[src/rtl/ascon_pack.sv]
// Shared ASCON definitions: round-controller FSM states, round index
// bounds and the round-constant function used by the constant-addition layer.
package ascon_pack;

    typedef enum logic [1:0] {
        IDLE = 2'd0,
        RUN  = 2'd1,
        DONE = 2'd2
    } type_round_fsm;

    localparam logic [3:0] ROUND_FIRST_A = 4'd0;
    localparam logic [3:0] ROUND_FIRST_B = 4'd6;
    localparam logic [3:0] ROUND_LAST    = 4'd11;

    // Round constant for index i: upper nibble counts down from 15, lower up from 0.
    function automatic logic [7:0] round_const(input logic [3:0] i);
        return {4'd15 - i, i};
    endfunction

endpackage

[src/rtl/round_counter.sv]
// 4-bit loadable round counter with increment enable and a last-round flag.
// The flag is a >= compare so a corrupted count of 12..15 still reads as last.
module round_counter
    import ascon_pack::*;
(
    input  logic       clock_i,
    input  logic       reset_i,
    input  logic       load,
    input  logic [3:0] load_value,
    input  logic       inc,
    output logic [3:0] count,
    output logic       last
);

    // Count register: load has priority over increment, reset over both.
    // NOTE: sequential state uses non-blocking (<=) so every register samples
    // pre-edge values; blocking here would create order-dependent races.
    always_ff @(posedge clock_i) begin
        if (reset_i) begin
            count <= 4'd0;
        end else if (load) begin
            count <= load_value;
        end else if (inc) begin
            count <= count + 4'd1;
        end
    end

    assign last = (count >= ROUND_LAST);

endmodule

[src/rtl/round_ctrl.sv]
// Iterative round controller for the ASCON permutation. Sequences 12 (p^a)
// or 6 (p^b) rounds, driving the state-register enable, the initial-state
// select, and the round index/constant. All outputs decode registered state.
// The selected mode is fully captured by the start index loaded into the
// counter, so no separate mode register is kept.
module round_ctrl
    import ascon_pack::*;
#(
    parameter int ROUNDS_A = 12,
    parameter int ROUNDS_B = 6
) (
    input  logic       clock_i,
    input  logic       reset_i,
    input  logic       start_i,
    input  logic       mode_i,
    output logic       en_reg_o,
    output logic       sel_init_o,
    output logic [3:0] round_o,
    output logic [7:0] const_o,
    output logic       busy_o,
    output logic       done_o
);

    // Both permutations end at the same index; only the start index differs.
    localparam logic [3:0] FIRST_A = 4'(int'(ROUND_LAST) + 1 - ROUNDS_A);
    localparam logic [3:0] FIRST_B = 4'(int'(ROUND_LAST) + 1 - ROUNDS_B);

    type_round_fsm state, state_next;
    logic          first_s, first_next;
    logic          cnt_load;
    logic [3:0]    cnt_value;
    logic          cnt_inc;
    logic [3:0]    round_s;
    logic          round_last;

    round_counter u_round_counter (
        .clock_i    (clock_i),
        .reset_i    (reset_i),
        .load       (cnt_load),
        .load_value (cnt_value),
        .inc        (cnt_inc),
        .count      (round_s),
        .last       (round_last)
    );

    // State and first-round flag registers; reset wins over any start.
    always_ff @(posedge clock_i) begin
        if (reset_i) begin
            state   <= IDLE;
            first_s <= 1'b0;
        end else begin
            state   <= state_next;
            first_s <= first_next;
        end
    end

    // Next-state, counter control and Moore output decode.
    // NOTE: every signal gets a default before the case so no path leaves a
    // variable unassigned, which would otherwise infer a latch.
    always_comb begin
        state_next = state;
        first_next = first_s;
        cnt_load   = 1'b0;
        cnt_value  = FIRST_A;
        cnt_inc    = 1'b0;
        en_reg_o   = 1'b0;
        sel_init_o = 1'b0;
        busy_o     = 1'b0;
        done_o     = 1'b0;

        case (state)
            IDLE: begin
                if (start_i) begin
                    cnt_load   = 1'b1;
                    cnt_value  = mode_i ? FIRST_B : FIRST_A;
                    first_next = 1'b1;
                    state_next = RUN;
                end
            end
            RUN: begin
                en_reg_o   = 1'b1;
                busy_o     = 1'b1;
                sel_init_o = first_s;
                first_next = 1'b0;
                if (round_last) begin
                    state_next = DONE;
                end else begin
                    cnt_inc = 1'b1;
                end
            end
            DONE: begin
                done_o     = 1'b1;
                state_next = IDLE;
            end
            default: begin
                state_next = IDLE;
                first_next = 1'b0;
            end
        endcase
    end

    assign round_o = round_s;
    assign const_o = round_const(round_s);

endmodule

[config.mk]
export PLATFORM = sky130hd
export DESIGN_NAME = round_ctrl
export DESIGN_NICKNAME = d
export VERILOG_FILES = /design/src/rtl/ascon_pack.sv /design/src/rtl/round_counter.sv /design/src/rtl/round_ctrl.sv
export SDC_FILE = /design/constraint.sdc
export NUM_CORES = 1
export LEC_CHECK = 0
export ABC_AREA = 0
export BUFFER_PORTS_ARGS = -buffer_cell sky130_fd_sc_hd__buf_2
export CORE_AREA = 4 4 41 43
export CTS_BUF_LIST = sky130_fd_sc_hd__clkbuf_16
export CTS_CLUSTER_DIAMETER = 120
export DETAILED_ROUTE_END_ITERATION = 10
export DIE_AREA = 0 0 45 47
export GPL_ROUTABILITY_DRIVEN = 0
export REMOVE_ABC_BUFFERS = 1
export SKIP_CTS_REPAIR_TIMING = 1
export SLEW_MARGIN = 20
export SYNTH_ARGS = -nofsm -noshare
export SYNTH_HDL_FRONTEND = slang
export SYNTH_SLANG_ARGS = --single-unit
[constraint.sdc]
create_clock -name clock_i -period 1.02 [get_ports clock_i]
set_input_delay 0.051 -clock clock_i [delete_from_list [all_inputs] [get_ports clock_i]]
set_output_delay 0.051 -clock clock_i [all_outputs]
set_load 0.005 [all_outputs]
After elaboration in Yosys (flattened, before gate mapping)
Cells that the tools add are included.
{"block": "totals", "latch_bits": 0, "out_inout_bits": 16, "input_bits": 4, "memories": 0, "wordCells": 32, "reg_bits": 7, "ramBits": 0, "romBits": 0}
{"block": "op_classes", "n_lt_le_gt_ge": 1, "reduce_logical": 4, "n_eq_ne": 4, "bitwise_logic": 1, "div_mod_pow": 0, "n_shift": 0, "n_addsub": 2, "mux": 17, "multipliers": 0}
{"cell": "$mux W3", "n": 3}
{"cell": "$mux W1", "n": 8}
{"cell": "$mux W4", "n": 2}
{"cell": "$add A4 B1 Y4 const B", "n": 1}
{"cell": "$ge A4 B4 Y1 const B", "n": 1}
{"cell": "$mux W2", "n": 2}
{"cell": "$ne A2 B2 Y1 const B", "n": 2}
{"cell": "$pmux W2 S2", "n": 1}
{"cell": "$reduce_and A2 Y1", "n": 2}
{"cell": "$sub A4 B4 Y4 const A", "n": 1}
{"cell": "$eq A2 B1 Y1 const B", "n": 1}
{"cell": "$eq A2 B2 Y1 const B", "n": 1}
{"cell": "$logic_not A2 Y1", "n": 1}
{"cell": "$pmux W1 S2", "n": 1}
{"cell": "$reduce_bool A2 Y1", "n": 1}
{"cell": "$not A1 Y1", "n": 1}

Logic depth before layout (Yosys ltp)
{"block": "depth", "ltp_word": 5, "mapped_depth": 4, "ltp_nobuf": 4}

By module
Synthesis repeated with hierarchy kept, for this count alone.
{"block": "unflattened", "cells_unflattened": 49, "hier_area_um2": 426.7}
{"mod": "round_ctrl", "seq_area_each_um2": 60.1, "area_per_inst_um2": 214.0, "n_inst": 1, "cells_each": 26}
{"mod": "round_counter", "seq_area_each_um2": 80.1, "area_per_inst_um2": 212.7, "n_inst": 1, "cells_each": 23}

Worst setup path before layout
Ideal clock, no wire load.
{"block": "synth_path", "path_kind": "register to register", "from": "reg u_round_counter.count[0]", "to": "reg u_round_counter.count[2]", "stages_incl_launch_ff": 5, "t_required_ns": 0.934, "period_less_slack_ns": 1.153, "arrival_time_ns": 1.067, "setup_slack_ns": -0.133, "setup_ns": 0.086, "path_cell_list": "dfxtp_1 ha_1 nor2b_1 o21ai_1 a221oi_2"}
{"block": "synth_via", "elab_chain_cells": 4, "elab_cells_between_ends": 7, "classes_between": "add/sub: 1; order compare: 1; mux: 4; reduce/logical: 1"}
{"item": "start: declaration", "line": "round_counter.sv:11", "rtl": "output logic [3:0] count,"}
{"item": "start signal: assignment", "line": "round_counter.sv:22", "rtl": "count <= load_value;"}
{"item": "start signal: assignment", "line": "round_counter.sv:24", "rtl": "count <= count + 4'd1;"}
{"item": "$ge A4 B4 Y1", "line": "round_counter.sv:28", "rtl": "assign last = (count >= ROUND_LAST);"}
{"item": "$mux W1", "line": "round_ctrl.sv:85", "rtl": "if (round_last) begin"}
{"item": "$mux W1", "line": "round_ctrl.sv:71", "rtl": "case (state)"}
{"item": "$reduce_bool A2 Y1 (no line)"}
Parallel ways exist; a longest one is shown, timed or not. The select of a mux whose other input is x is not followed.
A chain may end at the register's enable or synchronous reset.

Worst setup path after layout
{"block": "layout_path", "from": "reg state[1]", "to": "out en_reg_o"}
{"block": "layout_via", "elab_chain_cells": 2}
{"item": "start: declaration", "line": "round_ctrl.sv:28", "rtl": "type_round_fsm state, state_next;"}
{"item": "start signal: assignment", "line": "round_ctrl.sv:52", "rtl": "state <= state_next;"}
{"item": "$eq A2 B1 Y1", "line": "round_ctrl.sv:71"}
{"item": "$mux W1", "line": "round_ctrl.sv:71"}
{"item": "end: declaration", "line": "round_ctrl.sv:16", "rtl": "output logic en_reg_o,"}
Every way passes these cells.

==> run_results.csv <==
group,metric,value,unit
cells_and_area,final_common_cell,"buf_2",
setup_path,critPathKind,"flip-flop to primary output",
power,ir_drop,789,uV
power,power.density,1690,nW/um^2
clock_network,path_clk_slew,0.03,ns
die,core,1300,um^2
sta,fin_crit_sh,106,%
logic_synthesis,synth.distinct_cells,23,
sta,hold_viol_final,0,
die,num_io_pins,20,
power,p_total,1.16,mW
setup_path,slowest_delay,0.35,ns
cells_and_area,syn_to_final_growth,65.7,%
logic_synthesis,ys_seq_area_share,33.7,%
clock_network,cts_root_buf,"clkbuf_16",
sta,slew_violations,0,
setup_path,cp_max_fo,4,
cells_and_area,final_cell_mix,"buf_2, buf_4, inv_1",
logic_synthesis,post_synth.cell_area_avg,9.23,um^2
logic_synthesis,synth.cell_area,415,um^2
clock_network,clockBufferDepth,2,
setup_path,worstPathRequired,0.97,ns
route,via_per_inst,4.48,
clock_network,clock_sinks,7,
die,die_area,2120,um^2
cells_and_area,drive_gt1_share,65.8,%
sta,finClkSkew,0.00358,ns
route,dr.first_iter.drc_count,5,
grt,antenna_found_initial,0,
setup_path,path_cells,"nand2b_4 > clkinv_4 > buf_4 > buf_2",
clock_network,cts_tree,"yes",
cells_and_area,ff_latch_area,146,um^2
grt,track_usage,9.58,%
route,drcViolationCount,0,
die,dieHeight,47,um
run,cap_violations,0,
logic_synthesis,synth_warnings,0,
clock_network,cts_made_buffers,3,
die,row_count,13,
sta,worst_slew_pin_slew,0.309,ns
die,dieWidth,45,um
placement,hpwl,709,um
cells_and_area,multi_input_area,230,um^2
logic_synthesis,synth-seq-cells,7,
route,wl,946,um
route,drtAntennaViolNets,0,
grt,grt_overflow,0,
sta,rsz0062_at_grt,"true",
status,violations,"negative setup slack",
grt,grt_pass1_wl,1400,um
setup_path,endpoint_kind,"primary output",
status,outcome,"finished with violations",
clock_network,h-tree-depth,1,
setup_path,worstPathArrival,1.03,ns
min_path,hold_path.class,"input port to flip-flop",
cells_and_area,antenna-diode-count,0,
sta,setup_viol,6,
setup_path,slowest_stage,"dfxtp_2",
route,routedWlPerCell,10.8,um
grt,grt_max_degree,8,
cells_and_area,fin_util,52.9,%
power,p_leak,0.319,nW
route,dr_total_vias,394,
sta,max_slew_margin,79.3,%
placement,dp_worst_setup_slack,-0.0953,ns
sta,fin_crit,1.08,ns
clock_network,clock_latency,0.23,ns
route,firstDrtPassIters,2,
sta,layout_setup_ws,-0.0565,ns
sta,fmax,929,MHz
grt,grt_pass1_vias,352,
cells_and_area,nets,79,
logic_synthesis,syn_inst,45,
die,start_util,31.9,%
setup_path,critPathLaunchType,"flip-flop",
placement,port_buffers,19,
sta,fin_tns_setup,-0.235,ns
cells_and_area,fill_cells,125,
cell type report:
type | count | share of cell area (%)
clock buffers | 3 | 10.9
repair buffers | 29 | 26.5
inverters | 7 | 4.55
well taps | 15 | 2.73
clock inverters | 1 | 0.545
flip-flops and latches | 7 | 21.3
multi-input cells | 26 | 33.5
worst max-delay path, delay by kind of cell (launching register included):
family	cells	cell delay, ns
DFF	1	0.35
buffers and inverters	3	0.31
and+or+nand+nor	1	0.15
power breakdown:
part | switching, mW | internal [mW]
sequential | 0.0231 | 0.295
combinational | 0.0837 | 0.105
clock | 0.146 | 0.509
total | 0.253 | 0.909
worst paths after layout:
check | startpoint | to | slack, ns | cells past startpoint
worst max-delay path | state[1]$_SDFFE_PP0P_ | en_reg_o | -0.06 | 4
worst min-delay path | reset_i | u_round_counter.count[0]$_SDFFE_PP0P_ | 0.07 | 2
worst max register to register | state[1]$_SDFFE_PP0P_ | u_round_counter.count[1]$_SDFFE_PP0P_ | -0.04 | 5
worst min register to register | first_s$_SDFFE_PP0P_ | first_s$_SDFFE_PP0P_ | 0.52 | 2
Yosys cell counts:
| cell | count | area (um^2) |
|---|---|---|
| dfxtp_1 | 7 | 140 |
| inv_1 | 6 | 22.5 |
| buf_4 | 5 | 37.5 |
| a21oi_1 | 3 | 15.0 |
| nor3_1 | 3 | 15.0 |
| nor2_1 | 2 | 7.51 |
| o21ai_0 | 2 | 10.0 |
| o21ai_1 | 2 | 10.0 |
| a211oi_2 | 1 | 12.5 |
| a21o_1 | 1 | 7.51 |
| a221oi_2 | 1 | 15.0 |
| a31oi_1 | 1 | 6.26 |
| a41oi_2 | 1 | 16.3 |
| and2_1 | 1 | 6.26 |
| clkinv_4 | 1 | 8.76 |
| ha_1 | 1 | 12.5 |
| nand2b_2 | 1 | 8.76 |
| nand3_2 | 1 | 10.0 |
| nand4bb_1 | 1 | 11.3 |
| nor2b_1 | 1 | 6.26 |
| nor3b_2 | 1 | 12.5 |
| o21a_1 | 1 | 7.51 |
| o21ai_4 | 1 | 16.3 |
state kept, by name, summed over array words and instances (netlist names):
register,count
u_round_counter.count,4
state,2
first_s,1
cell families after synthesis:
logic type,after synthesis,synth area share [%]
AOI/OAI and AO/OA,14,28.0
buffers and inverters,12,16.6
and+or+nand+nor,11,18.7
DFF,7,33.7
adders and majority gates,1,3.01
per-stage QoR:
stage | instances | area, um^2 | hold slack, ns
after detailed placement | 82 | 552 | 0.313
after global routing | 88 | 688 | 0.0808
final | 88 | 688 | 0.0693
after floorplan | 40 | 378 | 0.123
after CTS | 86 | 631 | 0.0748
after global placement | 82 | 552 | 0.320
metal layers:
metal / up-vias / wire length (um) / track usage [%]
met1: 173 / 393 / 11.0
met5: - / 0 / 0
met3: 0 / 87 / 4.98
li1: 208 / - / -
met4: 0 / 0 / 5.26
met2: 13 / 465 / 14.4
Note: power is estimated with default switching activity, not from simulation.
